### config.mk
export PLATFORM = sky130hd
export DESIGN_NAME = pipe_adder_n
export DESIGN_NICKNAME = d
export VERILOG_FILES = /design/src/rtl/pipe_adder_n.sv
export SDC_FILE = /design/constraint.sdc
export NUM_CORES = 1
export LEC_CHECK = 0
export ABC_AREA = 1
export BUFFER_PORTS_ARGS = -buffer_cell sky130_fd_sc_hd__buf_4
export CAP_MARGIN = 0
export CORE_AREA = 4 4 89 154
export DETAILED_ROUTE_END_ITERATION = 10
export DIE_AREA = 0 0 93 158
export SLEW_MARGIN = 5
export SYNTH_ARGS = -nofsm -noshare
export SYNTH_HDL_FRONTEND = slang
export SYNTH_SLANG_ARGS = --single-unit
### constraint.sdc
create_clock -name clk -period 4.05 [get_ports clk]
set_input_delay 0.2025 -clock clk [delete_from_list [all_inputs] [get_ports clk]]
set_output_delay 0.2025 -clock clk [all_outputs]
set_load 0.1 [all_outputs]
### src/rtl/pipe_adder_n.sv
// Pipelined WIDTH-bit add/subtract with a valid/ready stream interface.
// Define PIPE_ADDER_OVF_EN to add the registered signed-overflow output ovf.
module pipe_adder_n #(
  parameter int WIDTH  = 16,
  parameter int STAGES = 4
) (
  input  logic             clk,
  input  logic             rst_n,
  input  logic             in_valid,
  output logic             in_ready,
  input  logic [WIDTH-1:0] ain,
  input  logic [WIDTH-1:0] bin,
  input  logic             cin,
  input  logic             sub,
  output logic             out_valid,
  input  logic             out_ready,
  output logic [WIDTH-1:0] sout,
  output logic             cout
`ifdef PIPE_ADDER_OVF_EN
  ,
  output logic             ovf
`endif
);

  localparam int C = WIDTH / STAGES;

  function automatic logic [C:0] chunk_add(input logic [C-1:0] a, input logic [C-1:0] b,
                                           input logic c);
    return {1'b0, a} + {1'b0, b} + {{C{1'b0}}, c};
  endfunction

  // The whole pipe moves as one; a held output freezes every stage behind it.
  logic adv;
  assign adv      = out_ready | ~out_valid;
  assign in_ready = adv;

  for (genvar k = 0; k < STAGES; k++) begin : g_st
    localparam int RW = WIDTH - k * C;
    localparam int DW = (k + 1) * C;

    logic [RW-1:0] a_i;
    logic [RW-1:0] b_i;
    logic          c_i;
    logic          v_i;
    logic [C:0]    r;
    logic [DW-1:0] s_nx;
    logic [DW-1:0] s_q;
    logic          c_q;
    logic          v_q;

    // Stage k boundary: chunk k is added; upper operand chunks skew, lower results deskew.
    if (k == 0) begin : g_in
      assign a_i  = ain;
      assign b_i  = sub ? ~bin : bin;
      assign c_i  = cin ^ sub;
      assign v_i  = in_valid;
      assign s_nx = r[C-1:0];
    end else begin : g_mid
      assign a_i  = g_st[k-1].g_sk.a_q;
      assign b_i  = g_st[k-1].g_sk.b_q;
      assign c_i  = g_st[k-1].c_q;
      assign v_i  = g_st[k-1].v_q;
      assign s_nx = {r[C-1:0], g_st[k-1].s_q};
    end

    assign r = chunk_add(a_i[C-1:0], b_i[C-1:0], c_i);

    always_ff @(posedge clk or negedge rst_n) begin
      if (!rst_n) begin
        v_q <= 1'b0;
        c_q <= 1'b0;
        s_q <= '0;
      end else if (adv) begin
        v_q <= v_i;
        c_q <= r[C];
        s_q <= s_nx;
      end
    end

    if (k < STAGES - 1) begin : g_sk
      logic [RW-C-1:0] a_q;
      logic [RW-C-1:0] b_q;

      always_ff @(posedge clk or negedge rst_n) begin
        if (!rst_n) begin
          a_q <= '0;
          b_q <= '0;
        end else if (adv) begin
          a_q <= a_i[RW-1:C];
          b_q <= b_i[RW-1:C];
        end
      end
    end

`ifdef PIPE_ADDER_OVF_EN
    if (k == STAGES - 1) begin : g_ovf
      logic ovf_q;

      // Carry into the MSB is recovered from the MSB sum bit and its operands.
      always_ff @(posedge clk or negedge rst_n) begin
        if (!rst_n) begin
          ovf_q <= 1'b0;
        end else if (adv) begin
          ovf_q <= r[C] ^ (a_i[C-1] ^ b_i[C-1] ^ r[C-1]);
        end
      end
    end
`endif
  end

  assign out_valid = g_st[STAGES-1].v_q;
  assign sout      = g_st[STAGES-1].s_q;
  assign cout      = g_st[STAGES-1].c_q;
`ifdef PIPE_ADDER_OVF_EN
  assign ovf       = g_st[STAGES-1].g_ovf.ovf_q;
`endif

endmodule

==> impl_metrics.ini <==
[run_status]
status = finished, final reports clean

[worst_setup_path]
critPathArrivalTime_ns = 2.02
slowest_stage = inv_2
critical_path_buf_inv_count = 3
start_kind = register
slowest_delay_ns = 0.72
crit_type = reg -> out
worst_ep_required_time_ns = 3.85
worstPathMaxFanout = 64
path_cells = inv_1 -> nor2_4 -> inv_2 -> buf_4
endpoint_kind = primary output
critPathTopFamily = buffers and inverters

[worst_hold_path]
worst_hold_path_type = in -> reg

[place]
hpwl_mm = 5.274
preCtsSetupSlack_ns = 2.110
io_buffers = 56
globalplace.congestion = 0.7305

[timing]
tns_ns = 0
max_slew_margin_pct = 31.68
drv_slew = 0
finalHoldViolations = 0
setup_viol = 0
period_minus_slack_ns = 2.220
rsz0062_at_grt = false
setup_ws_ns = 1.830
tightestPinTransition_ns = 1.025
post-route-period-util_pct = 54.81
clock.fmax_mhz = 450.5
clock_skew_ns = 0.006678

[power]
ir_worst_vdd_v = 0.0003004
power_density_nw_per_um2 = 851.8
power.leakage_nw = 2.577

[floorplanning]
coreArea_um2 = 12430
io_pins = 57
initial_core_util_pct = 34.36
die_h_um = 158
rows = 54
dieArea_um2 = 14690
die_w_um = 93

[grt]
grt_max_degree = 110
antenna_found_initial = 0
overflow = 0
grt_pass1_wl_mm = 13.28
grt_pass1_vias = 2888
track_usage_pct = 11.46

[cells_and_area]
fin_nets = 570
diodes = 0
area_delta_synth_final_pct = 19.07
final_common_cell = nand2_1
layout_common_cells = 192 x nand2_1, 96 x dfrtp_1, 59 x buf_4
drive_gt1_share_pct = 14.89

[yosys]
postSynthAreaPerCell_um2 = 9.206
seq_area_frac_synth_pct = 56.24
synth_cells = 464
yosys_warnings = 0
synthesis.nets = 522
synth_cell_types = 20
ys_ff_latch = 96
synth_area_um2 = 4272

[detailed_routing]
top_layer = met4
drcViolationCount = 0
vias = 2945
routed_via_density = 4.299
drt-total-wl_mm = 8.040
met2_length_mm = 3.870
wl_per_cell_um = 11.74
wl_met3_um = 372
drtAntennaViolNets = 0
drt_iter0_drc = 131
firstDrtPassIters = 4
wl_met1_mm = 3.618

[clock_tree]
root_buffer = clkbuf_16
cts_htree_levels = 3
post_cts_buffers = 0
clk_path_buf_depth = 2
worstSkewPairLatency_ns = 0.34
cts_tree = yes
ctsHoldBuffers = 1
clk_pin_slew_ns = 0.06
cts_sinks = 96
cts_resized = 0
cts_made_buffers = 9

[flow_run]
cap_violations = 0
==> cells in the mapped netlist <==
master	number	area [um^2]
buf_6	2	22.52
nor2_2	1	6.260
clkbuf_1	1	3.750
nor2_1	10	37.54
o21ai_1	9	45.04
buf_8	1	15.01
buf_2	13	65.06
inv_1	33	123.9
ha_1	12	150.1
or2_2	1	6.260
o31ai_1	2	15.01
buf_4	6	45.04
xor2_1	6	52.55
nand3_1	11	55.05
nand2_1	192	720.7
o21ai_0	41	205.2
dfrtp_1	96	2402
fa_1	8	160.2
a21oi_1	7	35.03
xnor2_1	12	105.1
==> per-stage QoR <==
stage               power [mW]  area, um^2  hold WS, ns  util, %  cells
floorplan                3.108        4272     -0.09309        -    464
finish                   4.332        5086      0.05988    40.91    685
CTS                      4.403        5086      0.04961    40.91    685
detailed placement       3.540        4778       0.2678    38.44    668
global route             4.667        5086      0.05813    40.91    685
global placement         3.489        4778       0.2588    38.44    668
==> registers in the layout, indices dropped and copies added (netlist names) <==
name / flops
cout: 1
g_st.s_q: 24
g_st.c_q: 3
out_valid: 1
g_st.v_q: 3
sout: 16
g_st.g_sk.a_q: 24
g_st.g_sk.b_q: 24
==> cells by family (layout without fill, tap and decap cells) <==
kind of cell    after synthesis  in the layout  synth area share (%)
xor+xnor                     18             18                 3.691
fa+ha+maj                    20             20                 7.264
flops                        96             96                 56.24
buf+inv                      56            109                 6.444
simple gates                215            215                 19.33
compound gates               59             59                 7.030
==> worst reg2reg max path, delay by kind of cell, from the launching register on <==
family	cells	cell delay (ns)
buffers and inverters	3	1.20
DFF	1	0.38
AOI/OAI and AO/OA	1	0.14
and+or+nand+nor	2	0.11
==> cell type report <==
type | instances | area [um^2]
clock inverters | 6 | 68.82
clock buffers | 10 | 229.0
repair buffers | 60 | 452.9
inverters | 33 | 123.9
fillers | 1289 | 7346
multi-input cells | 312 | 1599
flip-flops and latches | 96 | 2402
well taps | 168 | 210.2
==> power breakdown <==
part           switching (mW)  total, mW  internal, mW
logic                    1.35       1.89         0.531
clock network           0.354      0.835         0.480
registers               0.226       1.61          1.39
==> layer usage <==
| metal | up-vias | track usage (%) |
|---|---|---|
| li1 | 1537 | - |
| met1 | 1352 | 13.97 |
| met2 | 46 | 18.56 |
| met3 | 10 | 3.091 |
| met4 | 0 | 5.870 |
| met5 | - | 0 |
==> worst paths after layout <==
path	startpoint	end	slack, ns	cells after the start
min in group asynchronous	rst_n	sout[11]	0.42	2
min reg2reg	g_st[2].v_q	out_valid	0.45	2
max	out_valid	in_ready	1.83	4
max reg2reg	out_valid	g_st[2].s_q[10]	2.16	6
min	ain[6]	g_st[0].g_sk.a_q[2]	0.06	3
max in group asynchronous	rst_n	g_st[0].g_sk.a_q[10]	2.60	3
Note: power is estimated with default switching activity, not from simulation.
